`src/rtl/sisc_fetch.sv`:
```
// Instruction fetch stage for SISC: owns the PC, runs the req/ack fetch port
// and holds the fetched word in ir until the consumer takes it.
module sisc_fetch #(
  parameter int unsigned       ADDR_W   = 16,
  parameter logic [ADDR_W-1:0] RESET_PC = '0
) (
  input  logic              clk,
  input  logic              rst_f,
  output logic              imem_req,
  output logic [ADDR_W-1:0] imem_addr,
  input  logic              imem_ack,
  input  logic [31:0]       imem_rdata,
  input  logic              stall,
  input  logic              br_taken,
  input  logic [ADDR_W-1:0] br_target,
  output logic [31:0]       ir,
  output logic              ir_valid,
  output logic [ADDR_W-1:0] pc_out,
  output logic [1:0]        state_dbg
);

  typedef enum logic [1:0] {
    IDLE  = 2'd0,
    FETCH = 2'd1,
    ISSUE = 2'd2
  } state_t;

  state_t            state;
  logic [ADDR_W-1:0] pc;
  logic [ADDR_W-1:0] redir;
  logic              squash;

  // Fetch port: imem_req stays high with imem_addr stable from the first FETCH
  // cycle until the edge that samples the one-cycle imem_ack pulse; acks seen
  // outside FETCH are ignored.
  assign imem_req  = (state == FETCH);
  assign imem_addr = pc;
  assign state_dbg = state;

  always_ff @(posedge clk) begin
    if (rst_f) begin
      state    <= IDLE;
      pc       <= RESET_PC;
      ir       <= '0;
      ir_valid <= 1'b0;
      pc_out   <= '0;
      squash   <= 1'b0;
      redir    <= '0;
    end else begin
      case (state)
        IDLE: state <= FETCH;
        FETCH: begin
          if (imem_ack) begin
            squash <= 1'b0;
            // A redirect arriving with the ack overrides any pending redir.
            if (br_taken) begin
              pc <= br_target;
            end else if (squash) begin
              pc <= redir;
            end else begin
              ir       <= imem_rdata;
              pc_out   <= pc;
              pc       <= pc + 1'b1;
              ir_valid <= 1'b1;
              state    <= ISSUE;
            end
          end else if (br_taken) begin
            // The outstanding request cannot be withdrawn; remember to drop it.
            squash <= 1'b1;
            redir  <= br_target;
          end
        end
        ISSUE: begin
          if (br_taken) begin
            ir_valid <= 1'b0;
            pc       <= br_target;
            state    <= FETCH;
          end else if (!stall) begin
            ir_valid <= 1'b0;
            state    <= FETCH;
          end
        end
        default: state <= IDLE;
      endcase
    end
  end

endmodule
```
`config.mk`:
```
export PLATFORM = sky130hd
export DESIGN_NAME = sisc_fetch
export DESIGN_NICKNAME = d
export VERILOG_FILES = /design/src/rtl/sisc_fetch.sv
export SDC_FILE = /design/constraint.sdc
export NUM_CORES = 1
export LEC_CHECK = 0
export CORE_MARGIN = 2
export CORE_UTILIZATION = 35
export CTS_BUF_LIST = sky130_fd_sc_hd__clkbuf_4
export DETAILED_ROUTE_END_ITERATION = 12
export DONT_BUFFER_PORTS = 1
export PLACE_DENSITY = 0.59
export SLEW_MARGIN = 10
export SYNTH_ARGS = -nofsm -noshare
export SYNTH_HDL_FRONTEND = slang
export SYNTH_SLANG_ARGS = --single-unit
```
`constraint.sdc`:
```
create_clock -name clk -period 4.75 [get_ports clk]
set_input_delay 0.7125 -clock clk [delete_from_list [all_inputs] [get_ports clk]]
set_output_delay 0.7125 -clock clk [all_outputs]
set_load 0.02 [all_outputs]
```
==> results of run 1 <==
==> per-stage QoR <==
step                std cells  instance area, µm²
floorplan                 474                3590
global placement          574                3630
detailed placement        574                3630
CTS                       590                3750
global route              590                3750
finish                    590                3750
==> sequential cells by signal, indices dropped and copies added (netlist names) <==
register and count:
imem_addr 16, squash 1, pc_out 16, state_dbg 2, ir 32, ir_valid 1, redir 16
==> final cells by class <==
class / instances / share of cell area
clock buffers: 9 / 0.0180
flip-flops and latches: 84 / 0.449
clock inverters: 7 / 0.0137
well taps: 133 / 0.0444
multi-input cells: 351 / 0.468
repair buffers: 1 / 0.00200
inverters: 5 / 0.00501
==> logic make-up after synthesis <==
group	Yosys count
DFF	84
xor gates and xnor gates	4
buffers and inverters	39
adders and majority gates	5
AOI/OAI and AO/OA	128
and+or+nand+nor	212
muxes	2
==> worst max-delay path, stage by stage (launching register included) <==
cell	delay, ns
dfxtp_1	0.54
inv_1	0.12
ha_1	0.29
nor2_1	0.71
nand2_1	0.34
o21ba_2	0.32
o21ai_0	0.06
a21oi_1	0.15
==> per-layer routing <==
metal | vias to the layer above | GRT usage | wire length, µm
met5 | - | 0 | 0
met4 | 0 | 0.0714 | 130
met3 | 10 | 0.0519 | 840
met2 | 113 | 0.280 | 4570
met1 | 1481 | 0.207 | 4060
li1 | 1574 | - | -
==> power by group <==
group	internal, mW	switching (mW)
combinational	0.167	0.292
clock	0.109	0.260
sequential	0.795	0.226
==> final timing paths <==
kind              endpoint  slack, ns  cells past startpoint
max          imem_addr[10]       2.15                      7
min                 ir[15]       0.33                      1
max reg2reg  imem_addr[10]       2.15                      7
min reg2reg       redir[8]       0.46                      2
==> synth_stat cells, drive strengths merged <==
cell type    n  area, µm²
a211oi       5       42.5
nor2        17       63.8
nand2      152        571
dfxtp       84       1680
a32o         1       10.0
a221oi       7       61.3
a21oi       76        380
o21a         1       7.51
xor2         1       8.76
nand2b       3       18.8
mux2         1       11.3
buf          5       28.8
a31oi        4       25.0
xnor2        3       26.3
or3          1       6.26
and3         5       32.5
a21o         2       15.0
nor2b        2       12.5
ha           5       62.6
o31a         1       8.76
a311oi       2       17.5
clkbuf      29        111
mux2i        1       10.0
or4          1       11.3
o21ai       23        115
o21ba        1       10.0
nor4         4       25.0
o211ai       1       7.51
inv          5       18.8
a31o         1       8.76
o31ai        1       7.51
or2          2       12.5
a2bb2oi      1       8.76
nand4        4       25.0
nor3        11       55.1
nand3       10       60.1
a211o        1       8.76
==> cell usage in the layout (no fill, tap or decap), types with 3 or more instances in the layout <==
cell	n
nand2b_1	3
clkbuf_4	9
a221oi_1	7
nand3_1	7
nor4_1	4
nand3_2	3
xnor2_1	3
nand2_1	152
inv_1	5
nand4_1	4
a21oi_1	76
ha_1	5
a211oi_1	4
nor3_1	11
and3_1	3
o21ai_0	21
a31oi_1	4
dfxtp_1	84
nor2_1	17
==> results.md, run 1 <==
* Status: completed
* CTS Buf Count at 9
* Worst Max-Slew Pin Slew at between 0.9 and 1 ns
* Worst Hold Launch: rst_f
* FF-to-FF Start: state_dbg[0]
* Tcrit/Tclk final at 0.547
* Util after Layout at 0.380
* Initial Util at 0.364
* Via-per-instance ratio at roughly 5.4
* Max IR drop VDD at between 0.0002 and 0.00025 V
* Simple-Gate Fraction of Synth Area at 0.249
* Clk slew on worst S/H paths at between 0.1 and 0.15 ns
* Die ar. at between 10000 and 15000 µm²
* First-pass GRT wire length at about 15 mm
* Worst-path fanout max at 13
* # port buffers at 0
* Largest net degree at the start of global routing at 85
* RSZ-0062 raised after global routing: false
* Synth Area in Compound Gates at 0.205
* Final estimated routing congestion in global placement at roughly 0.83
* Mux contribution to synthesized area at 0.00593
* Total grt overflow at 0
* Post-CTS sizing at 0
* Shortest period the worst path allows at between 2 and 3 ns
* Max clock buf depth at 2
* Gate Count Post-Synth at roughly 470
* Vias in the first global route at 2934
* Top Ports at ~120
* Sequential area share after synthesis at 0.469
* Crit path kind: register to register
* Row count at 36
* Critical Path Source Type: register
* CTS sink cnt at 84
* Synth warnings at 0
* Post-CTS Setup Bufs at 0
* ANT cells at 0
* LEAKAGE at approximately 1.2 nW
* Core area at approximately 9900 µm²
* Number of hold buffers added after cts at 0
* Vias at 3178
* Hold WC Path Type: primary input to register
* Root Driver: clkbuf_4
* Detailed Place HPWL at roughly 6.6 mm
* Max Cap Viol at 0
* Synth Net Count at around 530
* Multi-input logic area at approximately 1800 µm²
* Final Skew at 0.0200 ns
* Post-Syn Area at approximately 3600 µm²
* Area grow syn2layout at 4.43%
* Finish-stage setup viols at 0
* Required @ worst endpoint at just over 5 ns
* Arrival time worst endpoint at about 3.0 ns
* Layout cells sized above 1 at 0.0635
* Max transition margin at 0.349
* Initial DRC count at roughly 240
* CTS tree: done
* Final WL at approximately 9.6 mm
* Highest clock rate at 385 MHz
* WL per Instance at roughly 16 µm
* Initial antenna violation count at 0
* DRC at 0
* Main combinational cell family by area after synthesis: simple AND/OR/NAND/NOR gates
* Crit path from: state_dbg[0]
* H-Tree Depth at 3
* Avg Cell Area, Syn at ~7.6 µm²
* Hold WS at between 0.3 and 0.4 ns
* Final WS setup at 2.15 ns
* Final Net Count at ~500
* Critical Path End Type: register
* Pre-CTS setup slack at around 2.2 ns
* Routed Antenna Nets at 0
* Synthesized flop and latch total at 84
* Fin Setup TNS at 0 ns
* FF/Latch Area at approximately 1700 µm²
* PwrDens at 494 nW/µm²
* Tot Pwr at around 1.9 mW
* Max-slew violations at 0
* Unique masters post-synth at 44
* First-pass DRT Iterations at 6
* Die Height at between 100 and 150 µm
* Synth Area in XOR/XNOR at 0.00977
* Clock Latency Late Sink at roughly 0.43 ns
* DIE WIDTH at between 100 and 150 µm
* Synth Area in Adders at 0.0174
* GRT Util Overall at 0.171
* Final Hold Vio Count at 0
* # fillers at about 1000
(Power assumes the default switching activity.)
==> inputs of run 2 (changes only) <==
--- a/config.mk
+++ b/config.mk
@@ -10,7 +10,7 @@
 export CTS_BUF_LIST = sky130_fd_sc_hd__clkbuf_4
 export DETAILED_ROUTE_END_ITERATION = 12
 export DONT_BUFFER_PORTS = 1
-export PLACE_DENSITY = 0.59
+export PLACE_DENSITY = 0.61
 export SLEW_MARGIN = 10
 export SYNTH_ARGS = -nofsm -noshare
 export SYNTH_HDL_FRONTEND = slang
==> constraint.sdc (replaced) <==
create_clock -name clk -period 2.3 [get_ports clk]
set_input_delay 0.345 -clock clk [delete_from_list [all_inputs] [get_ports clk]]
set_output_delay 0.345 -clock clk [all_outputs]
set_load 0.02 [all_outputs]
==> results.md, run 2 (same netlist as run 1, synthesis figures left out) <==
* Status: completed
* Hold depth at 2 (+1)
* Initial Util at 0.364 (unchanged)
* Detailed Place HPWL at 6.67 mm (+0.76%)
* Total grt overflow at 0 (unchanged)
* Final Skew at 0.0109 ns (-0.00916 ns)
* Max reg flops at 32 (unchanged)
* GRT Util Overall at 0.168 (-0.00263)
* First-pass GRT wire length at 14.9 mm (-2.8%)
* Initial antenna violation count at 0 (unchanged)
* Util after Layout at 0.401 (+0.0209)
* Final estimated routing congestion in global placement at 0.783 (-5.4%)
* Via-per-instance ratio at 5.24 (-2.8%)
* Die ar. at 11100 µm² (unchanged)
* Top Ports at 121 (unchanged)
* Biggest register: ir
* Max transition margin at 0.432 (+0.0834)
* Placed cell count at 594 (+3.5%)
* Critical Path End Type: register
* Crit path kind: register to register
* Max stage delay on crit path at 0.81 ns (+0.10 ns)
* FF-to-FF Start: state_dbg[0]
* PwrDens at 1030 nW/µm² (+110%)
* Layout cells sized above 1 at 0.103 (+0.0391)
* Worst Max-Slew Pin Slew at 0.851 ns (-0.124 ns)
* WL per Instance at 15.6 µm (-4.1%)
* Worst Hold Launch: br_target[7]
* Shortest period the worst path allows at 2.09 ns (-0.515 ns)
* H-Tree Depth at 3 (unchanged)
* Final Net Count at 533 (+4.5%)
* Post-CTS Setup Bufs at 0 (unchanged)
* Critical Path Source Type: register
* Max Cap Viol at 0 (unchanged)
* Finish-stage setup viols at 0 (unchanged)
* Routed Antenna Nets at 0 (unchanged)
* Root Driver: clkbuf_4
* Arrival time worst endpoint at 2.44 ns (-0.53 ns)
* # port buffers at 0 (unchanged)
* End of the worst register-to-register path: pc_out[7]
* Die Height at 105 µm (unchanged)
* Vias at 3199 (+0.66%)
* RSZ-0062 raised after global routing: false
* Post-route insts no fill at 611 (+3.6%)
* Slowest cell on crit path: and3_2
* Largest net degree at the start of global routing at 85 (unchanged)
* Worst Hold End: redir[7]
* DRC at 0 (unchanged)
* DIE WIDTH at 105 µm (unchanged)
* Hold WC Path Type: primary input to register
* R2r worst-path depth at 4 (-3)
* # fillers at 1013 (-3.2%)
* Initial DRC count at 330 (+36%)
* Final WL at 9.54 mm (-0.65%)
* CTS sink cnt at 84 (unchanged)
* Worst-path fanout max at 48 (+35)
* Clk slew on worst S/H paths at 0.13 ns (about the same)
* Max IR drop VDD at 0.000455 V (+98%)
* LEAKAGE at 1.33 nW (+11%)
* Clock Latency Late Sink at 0.43 ns (about the same)
* Core area at 9860 µm² (unchanged)
* Vias in the first global route at 2867 (-2.3%)
* First-pass DRT Iterations at 5 (-1)
* Max clock buf depth at 2 (unchanged)
* Required @ worst endpoint at 2.66 ns (-2.46 ns)
* Reg2reg setup slack at 0.21 ns (-1.94 ns)
* Fin Setup TNS at 0 ns (unchanged)
* CTS tree: done
* Area grow syn2layout at 10.2%
* ANT cells at 0 (unchanged)
* Row count at 36 (unchanged)
* Commonest non-fill, non-tap cells in the layout: nand2_1, dfxtp_1, a21oi_1, o21ai_0, buf_4
* Final Hold Vio Count at 0 (unchanged)
* CP Cell Sequence: ha_1 -> and3_2 -> nand2_1 -> a21oi_1
* Most common cell after layout, fill and taps aside: nand2_1
* CTS Buf Count at 9 (unchanged)
* Tcrit/Tclk final at 0.907 (+0.359)
* Max-slew violations at 0 (unchanged)
* Highest clock rate at 480 MHz (+25%)
-- run 2: cell types whose count changed in the layout (fill, tap and decap cells not counted), moves of 2 or more --
cell / change
buf_4: +20
clkbuf_4: +2
clkinv_4: -2
clkinvlp_4: -2
dlygate4sd3_1: +2
-- run 2: worst max path at each step --
stage | slack (ns) | from | to
CTS | 0.18 | state_dbg[0] | pc_out[7]
finish | 0.21 | state_dbg[0] | pc_out[7]
detailed placement | 0.21 | state_dbg[0] | imem_addr[3]
global placement | 0.28 | state_dbg[0] | imem_addr[3]
global route | 0.01 | state_dbg[0] | ir[9]
floorplan | 0.40 | state_dbg[0] | redir[10]
-- run 2: area by class of cell --
class                           instances  area [µm²]  share of cell area
Clock inverter                          3        40.0              0.0101
Inverter                                5        18.8             0.00475
Multi-Input combinational cell        351        1760               0.445
Timing Repair Buffer                   24         205              0.0519
Tap cell                              133         166              0.0421
Clock buffer                           11        82.6              0.0209
Sequential cell                        84        1680               0.425
-- run 2: timing repair --
action / CTS / global route
endpoints found under the hold margin: 84 / 1
gates resized for setup: 0 / 1
setup endpoints to repair: 0 / 1
hold buffers: 2 / 1
-- run 2: critical path: cells and delay by family, from the launching register on --
kind	cells	cell delay [ns]
DFF	1	0.54
AOI/OAI and AO/OA	1	0.15
and+or+nand+nor	2	0.96
adders and majority gates	1	0.36
-- run 2: per-stage QoR --
| step | area (µm²) | power [mW] | hold WS (ns) | setup slack, ns |
|---|---|---|---|---|
| after floorplan | 3590 | 2.89 | 0.431 | 0.400 |
| after global placement | 3780 | 3.21 | 0.419 | 0.279 |
| after detailed placement | 3780 | 3.24 | 0.422 | 0.207 |
| after CTS | 3940 | 4.08 | 0.00992 | 0.178 |
| after global routing | 3950 | 4.33 | 0.00835 | 0.0102 |
| final | 3950 | 4.06 | 0.0293 | 0.215 |
-- run 2: layer usage --
layer	vias up	GRT usage	routed length (µm)
met3	8	0.0705	895
met4	0	0.0619	139
li1	1611	-	-
met5	-	0	0
met2	104	0.261	4400
met1	1476	0.208	4100
-- run 2: where the power goes --
part,switching (mW),internal [mW],total [mW]
registers,0.274,1.64,1.92
logic,0.845,0.477,1.32
clock network,0.475,0.342,0.817
total,1.59,2.46,4.06
==> inputs of run 3 (changes only) <==
--- a/config.mk
+++ b/config.mk
@@ -10,7 +10,7 @@
 export CTS_BUF_LIST = sky130_fd_sc_hd__clkbuf_4
 export DETAILED_ROUTE_END_ITERATION = 12
 export DONT_BUFFER_PORTS = 1
-export PLACE_DENSITY = 0.61
+export PLACE_DENSITY = 0.59
 export SLEW_MARGIN = 10
 export SYNTH_ARGS = -nofsm -noshare
 export SYNTH_HDL_FRONTEND = slang
==> constraint.sdc (replaced) <==
create_clock -name clk -period 2.6 [get_ports clk]
set_input_delay 0.39 -clock clk [delete_from_list [all_inputs] [get_ports clk]]
set_output_delay 0.39 -clock clk [all_outputs]
set_load 0.02 [all_outputs]
==> results.md, run 3 (same netlist as run 1, synthesis figures left out) <==
* Tcrit/Tclk final at 0.873 (-0.0334)
* First-pass GRT wire length at 15.7 mm (+5.7%)
* FF-to-FF Start: state_dbg[1]
* Arrival time worst endpoint at 2.63 ns (+0.19 ns)
* Shortest period the worst path allows at 2.27 ns (+0.185 ns)
* Highest clock rate at 440 MHz (-8.2%)
* Status: completed
* First-pass DRT Iterations at 4 (-1)
* # fillers at 1026 (+1.3%)
* Max-slew violations at 0 (unchanged)
* Total grt overflow at 0 (unchanged)
* Top Ports at 121 (unchanged)
* P_sw at 1.45 mW (-9.1%)
* H-Tree Depth at 3 (unchanged)
* Clk slew on worst S/H paths at 0.13 ns (about the same)
* RSZ-0062 raised after global routing: false
* Die Height at 105 µm (unchanged)
* Routed Antenna Nets at 0 (unchanged)
* WL per Instance at 16.5 µm (+5.9%)
* Max reg flops at 32 (unchanged)
* Core area at 9860 µm² (unchanged)
* Clock power share at 0.208 (+0.007)
* LEAKAGE at 1.28 nW (-3.4%)
* Largest net degree at the start of global routing at 81 (-4.7%)
* Crit path kind: register to register
* Max transition margin at 0.617 (+0.184)
* Number of hold buffers added after cts at 2 (unchanged)
* Clock Latency Late Sink at 0.43 ns (about the same)
* Metal3 WL at 984 µm (+9.9%)
* Logic gate share of total power at 0.305 (-0.021)
* GRT Util Overall at 0.180 (+0.0117)
* Tot Pwr at 3.58 mW (-12%)
* PwrDens at 914 nW/µm² (-11%)
* Initial Util at 0.364 (unchanged)
* Root Driver: clkbuf_4
* Row count at 36 (unchanged)
* Die ar. at 11100 µm² (unchanged)
* Slowest cell on crit path: and3_1
* Initial antenna violation count at 0 (unchanged)
* Worst Max-Slew Pin Slew at 0.575 ns (-0.276 ns)
* Post-CTS sizing at 0 (unchanged)
* Final Hold Vio Count at 0 (unchanged)
* Initial DRC count at 264 (-20%)
* DR top layer: met4
* Biggest register: ir
* DRC at 0 (unchanged)
* Cell family with most CP delay: simple AND/OR/NAND/NOR gates
* Area grow syn2layout at 9.10%
* Pre-CTS setup slack at 0.388 ns (+0.181 ns)
* CP Cell Sequence: inv_1 -> ha_1 -> nand2b_1 -> and3_1 -> buf_4 -> nor2_1 -> nor3_1
* Max clock buf depth at 2 (unchanged)
* Via-per-instance ratio at 5.27 (+0.72%)
* Crit path from: state_dbg[1]
* Final Skew at 0.00944 ns (-0.00142 ns)
* Commonest non-fill, non-tap cells in the layout: nand2_1, dfxtp_1, a21oi_1, o21ai_0, nor2_1
* Hold WS at 0.0597 ns (+0.0304 ns)
* ANT cells at 0 (unchanged)
* Layout cells sized above 1 at 0.0851 (-0.0174)
* # port buffers at 0 (unchanged)
* DP Area at 3740 µm² (-0.93%)
* Vias in the first global route at 2950 (+2.9%)
* Worst Hold Launch: imem_ack
* Worst-path fanout max at 15 (-69%)
* Vias at 3180 (-0.59%)
* Critical Path End Type: register
* CTS Buf Count at 9 (unchanged)
* Final WL at 9.97 mm (+4.6%)
* CP bufs+invs at 2 (+2)
* Switch share at 0.405 (+0.0120)
* Critical Path Source Type: register
* DIE WIDTH at 105 µm (unchanged)
* Required @ worst endpoint at 2.96 ns (+0.30 ns)
* Met2 wire len at 4.74 mm (+7.7%)
* Finish-stage setup viols at 0 (unchanged)
* Util after Layout at 0.397 (-0.00393)
* Final WS setup at 0.330 ns (+0.115 ns)
* Internal cell power at 2.13 mW (-14%)
* Max IR drop VDD at 0.000353 V (-23%)
* Hold WC Path Type: primary input to register
* Final Net Count at 524 (-1.7%)
* Max stage delay on crit path at 0.54 ns (-0.27 ns)
* Final estimated routing congestion in global placement at 0.765 (-2.3%)
* Post-route insts no fill at 603 (-1.3%)
* Max Cap Viol at 0 (unchanged)
* CTS sink cnt at 84 (unchanged)
* Detailed Place HPWL at 6.76 mm (+1.4%)
* Placed cell count at 586 (-1.3%)
* CTS tree: done
* Fin Setup TNS at 0 ns (unchanged)
* Sequential Power Share at 0.487 (+0.014)
* Most common cell after layout, fill and taps aside: nand2_1
* DRT met1 WL at 4.08 mm (-0.54%)
* Cell area after layout at 3910 µm² (-0.98%)
* Post-CTS Setup Bufs at 0 (unchanged)
## run 3: cell types whose count changed in the layout (fill, tap and decap cells not counted)
cell,previous run,this run
buf_12,0,2
buf_4,21,11
clkbuf_4,11,9
clkinv_1,0,1
clkinv_2,2,0
clkinv_4,0,2
clkinvlp_4,0,2
dlygate4sd3_1,2,1
nand3_1,6,7
nand3_2,4,3
## run 3: metal layers
metal | track usage | vias to the layer above
li1 | - | 1601
met1 | 0.217 | 1463
met2 | 0.290 | 105
met3 | 0.0588 | 11
met4 | 0.0819 | 0
met5 | 0 | -
## run 3: path summary, 6_finish.rpt
kind,end,slack (ns),cells past startpoint
max reg2reg,imem_addr[1],0.33,7
max,imem_addr[1],0.33,7
min reg2reg,redir[12],0.46,2
min,squash,0.06,1
## run 3: cell type report
cell class,instances,area [µm²],area share
Multi-Input combinational cell,351,1750,0.448
Timing Repair Buffer,15,160,0.0409
Clock inverter,6,66.3,0.0169
Clock buffer,9,67.6,0.0173
Sequential cell,84,1680,0.430
Tap cell,133,166,0.0425
Inverter,5,18.8,0.00480
## run 3: power by group through the flow
stage                     clock [mW]  combinational [mW]  sequential, mW
after floorplan                    0               0.766            1.79
after global placement             0                1.03            1.77
after detailed placement           0                1.06            1.77
after CTS                      0.783                1.09            1.74
after global routing           0.834                1.23            1.77
final                          0.744                1.09            1.74
